--- src/rtl/square_gen_nco_if.sv ---
// Frequency-word load channel for the square-wave NCO (valid/ready).
interface square_gen_nco_if #(
    parameter int unsigned F_W = 28
);
    logic [F_W-1:0] freq_hz;
    logic           freq_valid;
    logic           freq_ready;

    modport master (
        output freq_hz,
        output freq_valid,
        input  freq_ready
    );

    modport slave (
        input  freq_hz,
        input  freq_valid,
        output freq_ready
    );
endinterface

--- src/rtl/square_gen_nco.sv ---
// Programmable 50%-duty square-wave source. A modulo-CLK_HZ phase accumulator stepping by
// 2*f toggles the output exactly 2*f times per CLK_HZ cycles. New frequency words arriving
// while running are held and applied on the next falling edge of the output.
module square_gen_nco #(
    parameter int unsigned CLK_HZ = 6_000_000,
    parameter int unsigned F_W    = 28,
    parameter int unsigned ACC_W  = 24
) (
    input  logic            clk_6M,
    input  logic            reset,
    input  logic            enable,
    square_gen_nco_if.slave freq_if,
    output logic            square,
    output logic            period_done,
    output logic            clamp_err
);

    localparam logic [F_W-1:0]   F_MAX   = F_W'(CLK_HZ / 2);
    localparam logic [ACC_W-1:0] MODULUS = ACC_W'(CLK_HZ);

    logic             square_q, square_d;
    logic [ACC_W-1:0] acc_q, acc_d;
    logic [F_W-1:0]   active_f_q, active_f_d;
    logic             pend_q, pend_d;
    logic [F_W-1:0]   pend_f_q, pend_f_d;
    logic             period_done_q, period_done_d;
    logic             clamp_err_q, clamp_err_d;

    logic             accept;
    logic             clamped;
    logic [F_W-1:0]   f_c;
    logic             running;
    logic [ACC_W-1:0] step;
    logic [ACC_W-1:0] sum;
    logic             wrap;

    // Handshake, clamp and accumulator datapath.
    always_comb begin
        accept  = freq_if.freq_valid & ~pend_q;
        clamped = freq_if.freq_hz > F_MAX;
        f_c     = clamped ? F_MAX : freq_if.freq_hz;
        running = enable & (active_f_q != '0);
        // active_f never exceeds CLK_HZ/2, so 2*active_f fits in ACC_W bits.
        step    = ACC_W'({active_f_q, 1'b0});
        sum     = acc_q + step;
        wrap    = sum >= MODULUS;
    end

    // Next-state: idle/disabled holds the output low, running advances the phase.
    always_comb begin
        square_d      = square_q;
        acc_d         = acc_q;
        active_f_d    = active_f_q;
        pend_d        = pend_q;
        pend_f_d      = pend_f_q;
        period_done_d = 1'b0;
        clamp_err_d   = accept & clamped;

        if (!running) begin
            square_d = 1'b0;
            acc_d    = '0;
            // Disabling flushes a waiting word straight into active_f.
            if (!enable && pend_q) begin
                active_f_d = pend_f_q;
                pend_d     = 1'b0;
            end
            if (accept) begin
                active_f_d = f_c;
            end
        end else begin
            if (wrap) begin
                acc_d    = sum - MODULUS;
                square_d = ~square_q;
                if (square_q) begin
                    period_done_d = 1'b1;
                    // Whole-period boundary: switch to the waiting word from phase zero.
                    if (pend_q) begin
                        active_f_d = pend_f_q;
                        acc_d      = '0;
                        pend_d     = 1'b0;
                    end
                end
            end else begin
                acc_d = sum;
            end
            if (accept) begin
                pend_d   = 1'b1;
                pend_f_d = f_c;
            end
        end
    end

    // State register with synchronous reset.
    always_ff @(posedge clk_6M) begin
        if (reset) begin
            square_q      <= 1'b0;
            acc_q         <= '0;
            active_f_q    <= '0;
            pend_q        <= 1'b0;
            pend_f_q      <= '0;
            period_done_q <= 1'b0;
            clamp_err_q   <= 1'b0;
        end else begin
            square_q      <= square_d;
            acc_q         <= acc_d;
            active_f_q    <= active_f_d;
            pend_q        <= pend_d;
            pend_f_q      <= pend_f_d;
            period_done_q <= period_done_d;
            clamp_err_q   <= clamp_err_d;
        end
    end

    assign freq_if.freq_ready = ~pend_q;
    assign square             = square_q;
    assign period_done        = period_done_q;
    assign clamp_err          = clamp_err_q;

endmodule

--- src/flat_wrapper.sv ---
// flat-port wrapper written by rule: the top's interface ports become plain ports
module square_gen_nco_flat 
#(
    parameter int unsigned CLK_HZ = 6_000_000,
    parameter int unsigned F_W    = 28,
    parameter int unsigned ACC_W  = 24
)
  (clk_6M, reset, enable, square, period_done, clamp_err, freq_if_freq_hz, freq_if_freq_valid, freq_if_freq_ready);
  square_gen_nco_if #(.F_W(F_W)) freq_if_i ();
  input  logic clk_6M;
  input  logic reset;
  input  logic enable;
  output logic square;
  output logic period_done;
  output logic clamp_err;
  input wire logic [$bits(freq_if_i.freq_hz)-1:0] freq_if_freq_hz;
  input wire logic [$bits(freq_if_i.freq_valid)-1:0] freq_if_freq_valid;
  output wire logic [$bits(freq_if_i.freq_ready)-1:0] freq_if_freq_ready;
  assign freq_if_i.freq_hz = freq_if_freq_hz;
  assign freq_if_i.freq_valid = freq_if_freq_valid;
  assign freq_if_freq_ready = freq_if_i.freq_ready;
  square_gen_nco #(.CLK_HZ(CLK_HZ), .F_W(F_W), .ACC_W(ACC_W)) u_core (.clk_6M(clk_6M), .reset(reset), .enable(enable), .freq_if(freq_if_i), .square(square), .period_done(period_done), .clamp_err(clamp_err));
endmodule
--- config.mk ---
export PLATFORM = sky130hd
export DESIGN_NAME = square_gen_nco_flat
export DESIGN_NICKNAME = d
export VERILOG_FILES = /design/src/rtl/square_gen_nco_if.sv /design/src/rtl/square_gen_nco.sv /design/src/flat_wrapper.sv
export SDC_FILE = /design/constraint.sdc
export NUM_CORES = 1
export LEC_CHECK = 0
export BUFFER_PORTS_ARGS = -buffer_cell sky130_fd_sc_hd__buf_2
export CAP_MARGIN = 30
export CORE_MARGIN = 2
export CORE_UTILIZATION = 29
export DETAILED_ROUTE_END_ITERATION = 10
export GPL_TIMING_DRIVEN = 1
export PLACE_DENSITY_LB_ADDON = 0.1
export SLEW_MARGIN = 10
export SYNTH_ARGS = -nofsm -noshare
export SYNTH_HDL_FRONTEND = slang
export SYNTH_SLANG_ARGS = --single-unit
--- constraint.sdc ---
create_clock -name clk_6M -period 5.3 [get_ports clk_6M]
set_clock_uncertainty 0.1 [all_clocks]
set_input_delay 1.06 -clock clk_6M [delete_from_list [all_inputs] [get_ports clk_6M]]
set_output_delay 1.06 -clock clk_6M [all_outputs]
set_load 0.05 [all_outputs]
==> impl_results.md, run 1 <==
- Num CTS Buffers: 9
- Final hold violation count: 0
- Multi-input gate area: 3250 µm²
- Element type at the critical path start: flip-flop
- Tot GR Track Use: 15.9%
- Vias per cell: 5.24
- Max-cap check violation count: 0
- Post-layout min period: 4.12 ns
- Post-synth cell types: 72
- Maximum VDD drop: 156 µV
- Layout cell share with drive strength beyond 1: 16.5%
- TNS Setup: 0 ns
- Pin count of the biggest net entering global routing: 64
- Syn Nets: 672
- Worst-margin pin slew: 0.878 ns
- Power per Cell Area: 301 nW/µm²
- Final period utilization: 77.8%
- Global route total overflow: 0
- CP max FO: 23
- Mapped Area: 5140 µm²
- Die area: 18800 µm²
- Critical path's largest stage delay: 0.54 ns
- DR iter-0 viols: 183
- DP Wirelength: 10600 µm
- Number of global-route vias before repair: 4192
- Reg area: 1660 µm²
- Ant. Diodes: 0
- Synth warn: 0
- Post-CTS setup buffers: 0
- Final ANT Viol Nets: 0
- Synth area leader: dfxtp_1
- DIE WIDTH: 137 µm
- Core Region: 17300 µm²
- Cells along the critical path: ha_1 > fa_1 > a21oi_1 > o22a_1 > o21ai_1 > xor2_1 > o211ai_1 > a2111oi_4 > o2111ai_4 > nand2_2 > a31o_2 > nor3_1
- Slew HR: 41.3%
- Core Rows: 48
- Power consumption: 0.00174 W
- Yosys reg bits: 83
- First-pass DRT Iterations: 4
- Clock transition at path regs: 0.07 ns
- Most frequent cells in the layout: 83 x dfxtp_1, 57 x nor2_1, 47 x a21oi_1
- Initial core utilization: 29.7%
- Routed WL per cell: 16.5 µm
- Number of synthesized flops with an enable pin: 0
- Fin nets: 689
- Longest Clk Path Bufs: 2
- Asr flop ratio synth: 0%
- H-tree lvl count: 3
- Skew-Pair Late Insertion Delay: 0.36 ns
- RSZ-0062 raised after global routing: no
- Sequential fraction of the synthesis area: 32.3%
- Crit path kind: reg2reg
- First-pass GRT wire length: 23000 µm
- Synth area leaders: dfxtp_1 32%, ha_1 5.6%, a21oi_1 4.6%, nor2_1 4.2%, a211oi_2 2.9%
- I/O Pins: 36
- CTS tree: done
- Fillers: 1825
- LEAKAGE: 2.19 nW
- CP endpoint kind: flip-flop
- Initial antenna violation count: 0
- Via Count: 4520
- Syn Area/Cell: 8.35 µm²
- Area Overhead vs Synth: 12.6%
- Cts repair resizes: 0
- Req. time, crit path: 5.42 ns
- IO Port Bufs: 35
- Final wirelength: 14300 µm
- Critical Path AT: 4.24 ns
- Final Max Slew Viols: 0
- Synth Flop Type: dfxtp_1
- Cts hold-fix bufs: 0
- Root Buffer: clkbuf_16
- Hold Crit Class: reg2reg
- Die Ht: 137 µm
- Final Core Density: 33.5%
- Setup Viol. Count Final: 0
- DRC: 0
- GPL Wtd Cong: 0.788
- Sink Count: 83
- Post-Synthesis Cells: 616
- Outcome: finished clean
- Fmax: 243 MHz
- Top-area cell type share of the netlist area: 32.3%
- Commonest non-fill, non-tap cell in the layout: dfxtp_1
- Slowest cell on crit path: a31o_2
==> critical path, delay by kind of cell (launching register included) <==
family / cells / cell delay (ns)
adder cells (fa/ha/maj): 2 / 0.68
AND/OR/NAND/NOR: 2 / 0.33
AO/OA/AOI/OAI: 7 / 2.16
flip-flops: 1 / 0.33
XOR/XNOR: 1 / 0.36
==> Yosys cell counts (5+ instances only) <==
cell and number:
a31oi_1 16, nand4_1 7, nor4_1 10, xor2_1 11, a21oi_1 47, nor2b_1 14
nor3_2 9, o21a_1 5, and2_1 6, nor3b_1 9, inv_1 18, nor3_1 17
nand3_1 26, a211oi_2 12, nand2_1 36, a211oi_1 16, a21o_1 6, o21ai_0 23
nor2_1 58, buf_2 10, xnor2_1 17, o21ai_1 19, nand2b_1 16, clkbuf_1 23
dfxtp_1 83, ha_1 23, a311oi_1 11
==> state kept, by name, summed over array words and instances (netlist names) <==
| name | cells |
|---|---|
| u_core.pend_q | 1 |
| u_core.clamp_err | 1 |
| u_core.square | 1 |
| u_core.acc_q | 23 |
| u_core.period_done | 1 |
| u_core.pend_f_q | 28 |
| u_core.active_f_q | 28 |
==> worst paths after layout <==
path / startpoint / end / slack (ns) / depth (start not counted)
max: u_core.active_f_q[0]$_SDFFE_PP0P_ / u_core.acc_q[14]$_SDFF_PP0_ / 1.18 / 12
min: u_core.pend_f_q[4]$_SDFFE_PP0P_ / u_core.pend_f_q[4]$_SDFFE_PP0P_ / 0.35 / 2
max reg2reg: u_core.active_f_q[0]$_SDFFE_PP0P_ / u_core.acc_q[14]$_SDFF_PP0_ / 1.18 / 12
min reg2reg: u_core.pend_f_q[4]$_SDFFE_PP0P_ / u_core.pend_f_q[4]$_SDFFE_PP0P_ / 0.35 / 2
==> area by class of cell <==
cell class / instances / area share, %
timing repair buffer: 44 / 4.32
tap: 225 / 4.86
inverter: 18 / 1.17
multi-input combinational: 477 / 56.1
clock buffer: 9 / 3.89
sequential: 83 / 28.7
clock inverter: 7 / 0.994
==> per-layer routing <==
metal,wire length (µm),global-route usage [%]
met5,0,0
met4,318,6.59
met3,443,2.06
met2,6480,24.7
met1,7010,22.0
==> kinds of logic after synthesis <==
kind of cell             after synthesis  share of synthesized area (%)
AO/OA/AOI/OAI                        192                           26.9
XOR/XNOR                              32                           6.03
adder cells (fa/ha/maj)               24                           5.98
buffers and inverters                 56                           4.91
flip-flops                            83                           32.3
multiplexers                           4                          0.778
AND/OR/NAND/NOR                      225                           23.1
==> where the power goes <==
group          total, W  switching (W)  internal (W)  leakage [nW]
Clock          0.000620       0.000295      0.000325         0.135
Combinational  0.000423       0.000264      0.000158          1.38
Sequential     0.000699      0.0000359      0.000663         0.675
Total           0.00174       0.000595       0.00115          2.19
==> metrics by stage <==
| stage | worst slack, ns | hold WS [ns] | cell area [µm²] | std cells |
|---|---|---|---|---|
| 3_5_place_dp | 1.17 | 0.341 | 5490 | 846 |
| 6_report | 1.18 | 0.351 | 5790 | 863 |
| 5_1_grt | 0.858 | 0.365 | 5790 | 863 |
| 4_1_cts | 1.15 | 0.355 | 5780 | 862 |
| 3_3_place_gp | 1.30 | 0.337 | 5490 | 846 |
| 2_1_floorplan | 1.85 | 0.326 | 5140 | 616 |
No activity file was read; power rests on OpenSTA's default activity.
==> run 2, diff against run 1 <==
==> constraint.sdc (replaced) <==
create_clock -name clk_6M -period 4.2 [get_ports clk_6M]
set_clock_uncertainty 0.1 [all_clocks]
set_input_delay 0.84 -clock clk_6M [delete_from_list [all_inputs] [get_ports clk_6M]]
set_output_delay 0.84 -clock clk_6M [all_outputs]
set_load 0.05 [all_outputs]
==> run 2 against run 1 <==
  * Final cell count rose by 0.46%
  * Sequential share of layout area decreased by 0.27 points
  * Total power increased by 26%
  * Sequential cell count unchanged
  * Hold slack worse by 0.00095 ns
  * Wire length grew 0.41%
  * Combinational power rose by 28%
  * Sequential power grew 26%
  * Clock-buffer cell count increased by 1
  * Cell area is 0.95% higher
  * Worst setup slack got worse by 0.91 ns
  * Critical path type unchanged
  * Critical endpoint is now u_core.active_f_q[1]$_SDFFE_PP0P_
==> impl_results.md, run 2 (synthesis gave the netlist of run 1 again) <==
- CP max FO: 22 (-4.3%)
- RR Startpoint: u_core.active_f_q[11]$_SDFFE_PP0P_
- Area Overhead vs Synth: 13.6%
- I/O Pins: 36 (unchanged)
- Longest Clk Path Bufs: 2 (unchanged)
- Initial antenna violation count: 0 (unchanged)
- Power per Cell Area: 375 nW/µm² (+25%)
- Maximum VDD drop: 159 µV (+1.9%)
- Req. time, crit path: 4.33 ns (-1.09 ns)
- Critical Path AT: 4.06 ns (-0.18 ns)
- Reg area: 1660 µm² (unchanged)
- Slew HR: 42.8% (+1.5 points)
- RSZ-0062 raised after global routing: no
- Power consumption: 0.00219 W (+26%)
- Via Count: 4542 (+0.49%)
- Sink Count: 83 (unchanged)
- Root Buffer: clkbuf_16
- Final hold violation count: 0 (unchanged)
- Final period utilization: 93.5% (+16 points)
- Layout cell share with drive strength beyond 1: 17.4% (+0.99 points)
- Final Max Slew Viols: 0 (unchanged)
- DR iter-0 viols: 199 (+8.7%)
- Number of global-route vias before repair: 4365 (+4.1%)
- GPL Wtd Cong: 0.797 (+1.1%)
- Dpl cell area: 5530 µm² (+0.68%)
- Switch share: 33.2% (-0.93 points)
- P_sw: 0.000728 W (+22%)
- Clk pwr share: 34.9% (-0.7 points)
- Final wirelength: 14300 µm (+0.41%)
- Largest regs: u_core.active_f_q x28, u_core.pend_f_q x28, u_core.acc_q x23
- DRC: 0 (unchanged)
- Core Region: 17300 µm² (unchanged)
- TNS Setup: 0 ns (unchanged)
- Fin nets: 693 (+0.58%)
- Multi-input gate area: 3270 µm² (+0.77%)
- Num CTS Buffers: 9 (unchanged)
- CP endpoint kind: flip-flop
- Die area: 18800 µm² (unchanged)
- Post-CTS setup buffers: 0 (unchanged)
- Reg2reg end: u_core.active_f_q[1]$_SDFFE_PP0P_
- Pin count of the biggest net entering global routing: 36 (-44%)
- LEAKAGE: 2.22 nW (+1.2%)
- Routed WL per cell: 16.5 µm (about the same)
- Fmax: 255 MHz (+4.9%)
- DIE WIDTH: 137 µm (unchanged)
- DP Wirelength: 10900 µm (+3.2%)
- R2R setup slack: 0.27 ns (-0.91 ns)
- Element type at the critical path start: flip-flop
- Worst-margin pin slew: 0.856 ns (-0.0222 ns)
- R2r worst-path depth: 12 (unchanged)
- Tot GR Track Use: 16.0% (+0.17 points)
- Post-route cell area: 5850 µm² (+0.95%)
- Setup Viol. Count Final: 0 (unchanged)
- CTS tree: done
- Hold_sp: u_core.pend_f_q[20]$_SDFFE_PP0P_
- First-pass DRT Iterations: 5 (+1)
- Hold Path End: u_core.pend_f_q[20]$_SDFFE_PP0P_
- Hold path cells: 2 (unchanged)
- Final ANT Viol Nets: 0 (unchanged)
- Initial core utilization: 29.7% (unchanged)
- First-pass GRT wire length: 23600 µm (+2.2%)
- Skew-Pair Late Insertion Delay: 0.34 ns (-0.02 ns)
- Vias per cell: 5.24 (about the same)
- Global route total overflow: 0 (unchanged)
- Flop pwr share: 40.3% (+0.2 points)
- Core Rows: 48 (unchanged)
- Cts hold-fix bufs: 0 (unchanged)
- Max-cap check violation count: 0 (unchanged)
- Commonest non-fill, non-tap cell in the layout: dfxtp_1
- H-tree lvl count: 3 (unchanged)
- Fillers: 1835 (+0.55%)
- Post-layout min period: 3.93 ns (-0.194 ns)
- Clock transition at path regs: 0.06 ns (about the same)
- Internal power: 0.00146 W (+28%)
- Die Ht: 137 µm (unchanged)
- Hold Crit Class: reg2reg
- Ant. Diodes: 0 (unchanged)
- Gate power share: 24.7% (+0.4 points)
- Crit path kind: reg2reg
- Outcome: finished clean
- Most frequent cells in the layout: 83 x dfxtp_1, 57 x nor2_1, 47 x a21oi_1
- IO Port Bufs: 35 (unchanged)
==> run 2: per-layer routing <==
metal,GRT usage [%],part of all wire [%]
met3,2.43,3.0
met4,5.67,2.1
met1,22.6,50
met5,0,0
met2,24.8,45
==> run 2: how the worst max path moves through the flow <==
stage	startpoint	endpoint	slack, ns
2_1_floorplan	u_core.active_f_q[0]$_SDFFE_PP0P_	u_core.active_f_q[11]$_SDFFE_PP0P_	0.75
6_report	u_core.active_f_q[11]$_SDFFE_PP0P_	u_core.active_f_q[1]$_SDFFE_PP0P_	0.27
3_5_place_dp	u_core.active_f_q[0]$_SDFFE_PP0P_	u_core.acc_q[5]$_SDFF_PP0_	0.06
3_3_place_gp	u_core.active_f_q[0]$_SDFFE_PP0P_	u_core.acc_q[20]$_SDFF_PP0_	0.07
5_1_grt	u_core.active_f_q[0]$_SDFFE_PP0P_	u_core.active_f_q[1]$_SDFFE_PP0P_	0.03
4_1_cts	u_core.active_f_q[0]$_SDFFE_PP0P_	u_core.active_f_q[1]$_SDFFE_PP0P_	0.09
==> run 2: power groups by stage <==
stage                     clock, W  combinational, W  sequential [W]
after floorplan                  0          0.000408        0.000882
final                     0.000766          0.000542        0.000883
after detailed placement         0          0.000537        0.000901
after global placement           0          0.000532        0.000900
after global routing      0.000829          0.000604        0.000888
after CTS                 0.000793          0.000542        0.000883
==> run 2: repair_timing <==
action / in CTS / in global routing
endpoints found under the setup margin: 1 / 51
gates resized for setup: 1 / 4
pin swaps: 0 / 0
==> run 2: metrics by stage <==
stage                     hold WS (ns)  utilization, %  cells  setup WS (ns)
after global placement           0.337            32.0    851         0.0733
final                            0.350            33.8    867          0.273
after global routing             0.370            33.8    867         0.0251
after detailed placement         0.343            32.0    851         0.0563
after floorplan                  0.326               -    616          0.749
after CTS                        0.351            33.7    867         0.0864
==> run 2: cell type report <==
cell class	instances	share of cell area, %
Clock buffer	10	4.09
Clock inverter	6	0.813
Inverter	18	1.16
Multi-Input combinational cell	477	56.0
Sequential cell	83	28.4
Tap cell	225	4.82
Timing Repair Buffer	48	4.73
==> run 2: worst max-delay path: stages (launching register included) <==
cell and delay (ns):
dfxtp_1 0.37, ha_1 0.50, nand2_1 0.09, o21ai_0 0.41
a211oi_1 0.12, o31ai_1 0.49, a311oi_2 0.23, xnor2_2 0.23
a21oi_4 0.40, a21o_2 0.27, nand2b_1 0.07, buf_4 0.22
a211oi_1 0.29
==> run 3, diff against run 2 <==
--- a/config.mk
+++ b/config.mk
@@ -12,6 +12,7 @@
 export DETAILED_ROUTE_END_ITERATION = 10
 export GPL_TIMING_DRIVEN = 1
 export PLACE_DENSITY_LB_ADDON = 0.1
+export RECOVER_POWER = 25
 export SLEW_MARGIN = 10
 export SYNTH_ARGS = -nofsm -noshare
 export SYNTH_HDL_FRONTEND = slang
==> run 3 against run 2 <==
  * Wire length hardly changed
  * Cell area is 0.24% lower
  * Clock power about the same
  * Combinational power hardly changed
  * Final cell count is the same
  * Global-route usage is the same
  * Register-to-register slack hardly changed
  * Total power hardly changed
  * Hold slack is essentially flat
  * Sequential power hardly changed
  * Clock-buffer cell count stayed put
  * Non-clock buffer count did not move
  * Critical path type unchanged
==> impl_results.md, run 3 (synthesis gave the netlist of run 1 again) <==
- Slowest cell on crit path: ha_1
- Crit path kind: reg2reg
- I/O Pins: 36 (unchanged)
- Critical Path AT: 4.07 ns (about the same)
- Initial antenna violation count: 0 (unchanged)
- Dpl cell area: 5530 µm² (unchanged)
- Slew HR: 16.7% (-26 points)
- Fmax: 254 MHz (-0.23%)
- CP max FO: 22 (unchanged)
- Via Count: 4563 (+0.46%)
- Finished Layout Cells: 867 (unchanged)
- Final Core Density: 33.7% (-0.080 points)
- Area Overhead vs Synth: 13.4%
- Vias per cell: 5.26 (+0.46%)
- Most used cell along the critical path: a211oi_1
- Hold Crit Class: reg2reg
- Die Ht: 137 µm (unchanged)
- First-pass DRT Iterations: 5 (unchanged)
- Clock transition at path regs: 0.06 ns (about the same)
- Critical path's largest stage delay: 0.49 ns (about the same)
- Sink Count: 83 (unchanged)
- Layout cell share with drive strength beyond 1: 16.4% (-1.1 points)
- Tot GR Track Use: 16.0% (unchanged)
- Final period utilization: 93.7% (+0.22 points)
- Power consumption: 0.00219 W (about the same)
- DP Cell Count: 851 (unchanged)
- R2R setup slack: 0.26 ns (about the same)
- Final wirelength: 14300 µm (about the same)
- Outcome: finished clean
- DR iter-0 viols: 197 (-1.0%)
- R2r worst-path depth: 12 (unchanged)
- H-tree lvl count: 3 (unchanged)
- Num CTS Buffers: 9 (unchanged)
- Hold path cells: 2 (unchanged)
- DP Wirelength: 10900 µm (unchanged)
- Ant. Diodes: 0 (unchanged)
- Skew-Pair Late Insertion Delay: 0.34 ns (about the same)
- CP delay by family, top: compound AO/OA/AOI/OAI gates
- Post-layout min period: 3.94 ns (+0.00926 ns)
- Hold Path End: u_core.pend_f_q[20]$_SDFFE_PP0P_
- Hold_sp: u_core.pend_f_q[20]$_SDFFE_PP0P_
- Largest regs: u_core.active_f_q x28, u_core.pend_f_q x28, u_core.acc_q x23
- RR Startpoint: u_core.active_f_q[11]$_SDFFE_PP0P_
- Die area: 18800 µm² (unchanged)
- CTS tree: done
- Initial core utilization: 29.7% (unchanged)
- CP endpoint kind: flip-flop
- Fin nets: 693 (unchanged)
- Commonest non-fill, non-tap cell in the layout: dfxtp_1
- IO Port Bufs: 35 (unchanged)
- DIE WIDTH: 137 µm (unchanged)
- LEAKAGE: 2.19 nW (-1.4%)
- Fillers: 1834 (-0.054%)
- Element type at the critical path start: flip-flop
- Most frequent cells in the layout: 83 x dfxtp_1, 57 x nor2_1, 47 x a21oi_1
- Power per Cell Area: 376 nW/µm² (+0.19%)
- Core Rows: 48 (unchanged)
- Cells along the critical path: ha_1 > nand2_1 > o21ai_0 > a211oi_1 > o31ai_1 > a311oi_2 > xnor2_2 > a21oi_4 > a21o_2 > nand2b_1 > buf_4 > a211oi_1
- Setup Viol. Count Final: 0 (unchanged)
- Reg2reg end: u_core.active_f_q[1]$_SDFFE_PP0P_
- First-pass GRT wire length: 23600 µm (unchanged)
- Global route total overflow: 0 (unchanged)
- WP buf/inv: 1 (unchanged)
- Max-cap check violation count: 0 (unchanged)
- GPL Wtd Cong: 0.797 (unchanged)
- Root Buffer: clkbuf_16
- Post-route cell area: 5830 µm² (-0.24%)
- Number of global-route vias before repair: 4365 (unchanged)
- Maximum VDD drop: 159 µV (+0.24%)
- Req. time, crit path: 4.33 ns (about the same)
- Routed WL per cell: 16.5 µm (about the same)
- DRC: 0 (unchanged)
- Final Max Slew Viols: 0 (unchanged)
- Final ANT Viol Nets: 0 (unchanged)
- Longest Clk Path Bufs: 2 (unchanged)
- Final hold violation count: 0 (unchanged)
- Core Region: 17300 µm² (unchanged)
- Post-CTS setup buffers: 0 (unchanged)
- Pin count of the biggest net entering global routing: 36 (unchanged)
- RSZ-0062 raised after global routing: no
- TNS Setup: 0 ns (unchanged)
- Worst-margin pin slew: 1.25 ns (+0.394 ns)
## run 3: cell count changes in the layout (fill, tap and decap cells not counted), sizes merged
cell,delta
buf,-7
clkbuf,+7
## run 3: routing by layer
layer / GRT usage, % / up-vias / part of all wire, %
met5: 0 / - / 0
met1: 22.6 / 2145 / 50
met2: 24.8 / 96 / 45
li1: - / 2303 / -
met3: 2.43 / 19 / 3.4
met4: 5.67 / 0 / 2.1
## run 3: report_power, final
| group | switching, W | total (W) | internal, W | leakage [nW] |
|---|---|---|---|---|
| sequential | 0.0000463 | 0.000883 | 0.000837 | 0.675 |
| combinational | 0.000338 | 0.000540 | 0.000202 | 1.37 |
| clock | 0.000344 | 0.000766 | 0.000422 | 0.139 |
## run 3: per-stage QoR
step	worst slack, ns	hold slack (ns)
2_1_floorplan	0.749	0.326
3_3_place_gp	0.0733	0.337
3_5_place_dp	0.0563	0.343
4_1_cts	0.0864	0.351
5_1_grt	0.0251	0.370
6_report	0.263	0.350
## run 3: cell type report
| class | count | area, µm² | area share, % |
|---|---|---|---|
| Clock buffer | 10 | 239 | 4.10 |
| Multi-Input combinational cell | 477 | 3270 | 56.1 |
| Sequential cell | 83 | 1660 | 28.5 |
| Clock inverter | 6 | 47.5 | 0.815 |
| Timing Repair Buffer | 48 | 263 | 4.51 |
| Tap cell | 225 | 282 | 4.83 |
| Inverter | 18 | 67.6 | 1.16 |
## run 3: repair_timing
item | in CTS | in global routing
hold buffers | 0 | 0
resized for setup | 1 | 4
pin swaps | 0 | 0
setup endpoints to repair | 1 | 51
## run 3: how the worst max path moves through the flow
| stage | from | to | slack, ns | depth (start not counted) |
|---|---|---|---|---|
| floorplan | u_core.active_f_q[0]$_SDFFE_PP0P_ | u_core.active_f_q[11]$_SDFFE_PP0P_ | 0.75 | 13 |
| global placement | u_core.active_f_q[0]$_SDFFE_PP0P_ | u_core.acc_q[20]$_SDFF_PP0_ | 0.07 | 12 |
| detailed placement | u_core.active_f_q[0]$_SDFFE_PP0P_ | u_core.acc_q[5]$_SDFF_PP0_ | 0.06 | 12 |
| CTS | u_core.active_f_q[0]$_SDFFE_PP0P_ | u_core.active_f_q[1]$_SDFFE_PP0P_ | 0.09 | 13 |
| finish | u_core.active_f_q[11]$_SDFFE_PP0P_ | u_core.active_f_q[1]$_SDFFE_PP0P_ | 0.26 | 12 |
| global route | u_core.active_f_q[0]$_SDFFE_PP0P_ | u_core.active_f_q[1]$_SDFFE_PP0P_ | 0.03 | 13 |
## run 3: worst reg2reg max path: stages (launching register included)
cell      delay [ns]
dfxtp_1         0.37
ha_1            0.50
nand2_1         0.09
o21ai_0         0.42
a211oi_1        0.13
o31ai_1         0.49
a311oi_2        0.23
xnor2_2         0.23
a21oi_4         0.41
a21o_2          0.27
nand2b_1        0.07
buf_4           0.22
a211oi_1        0.31
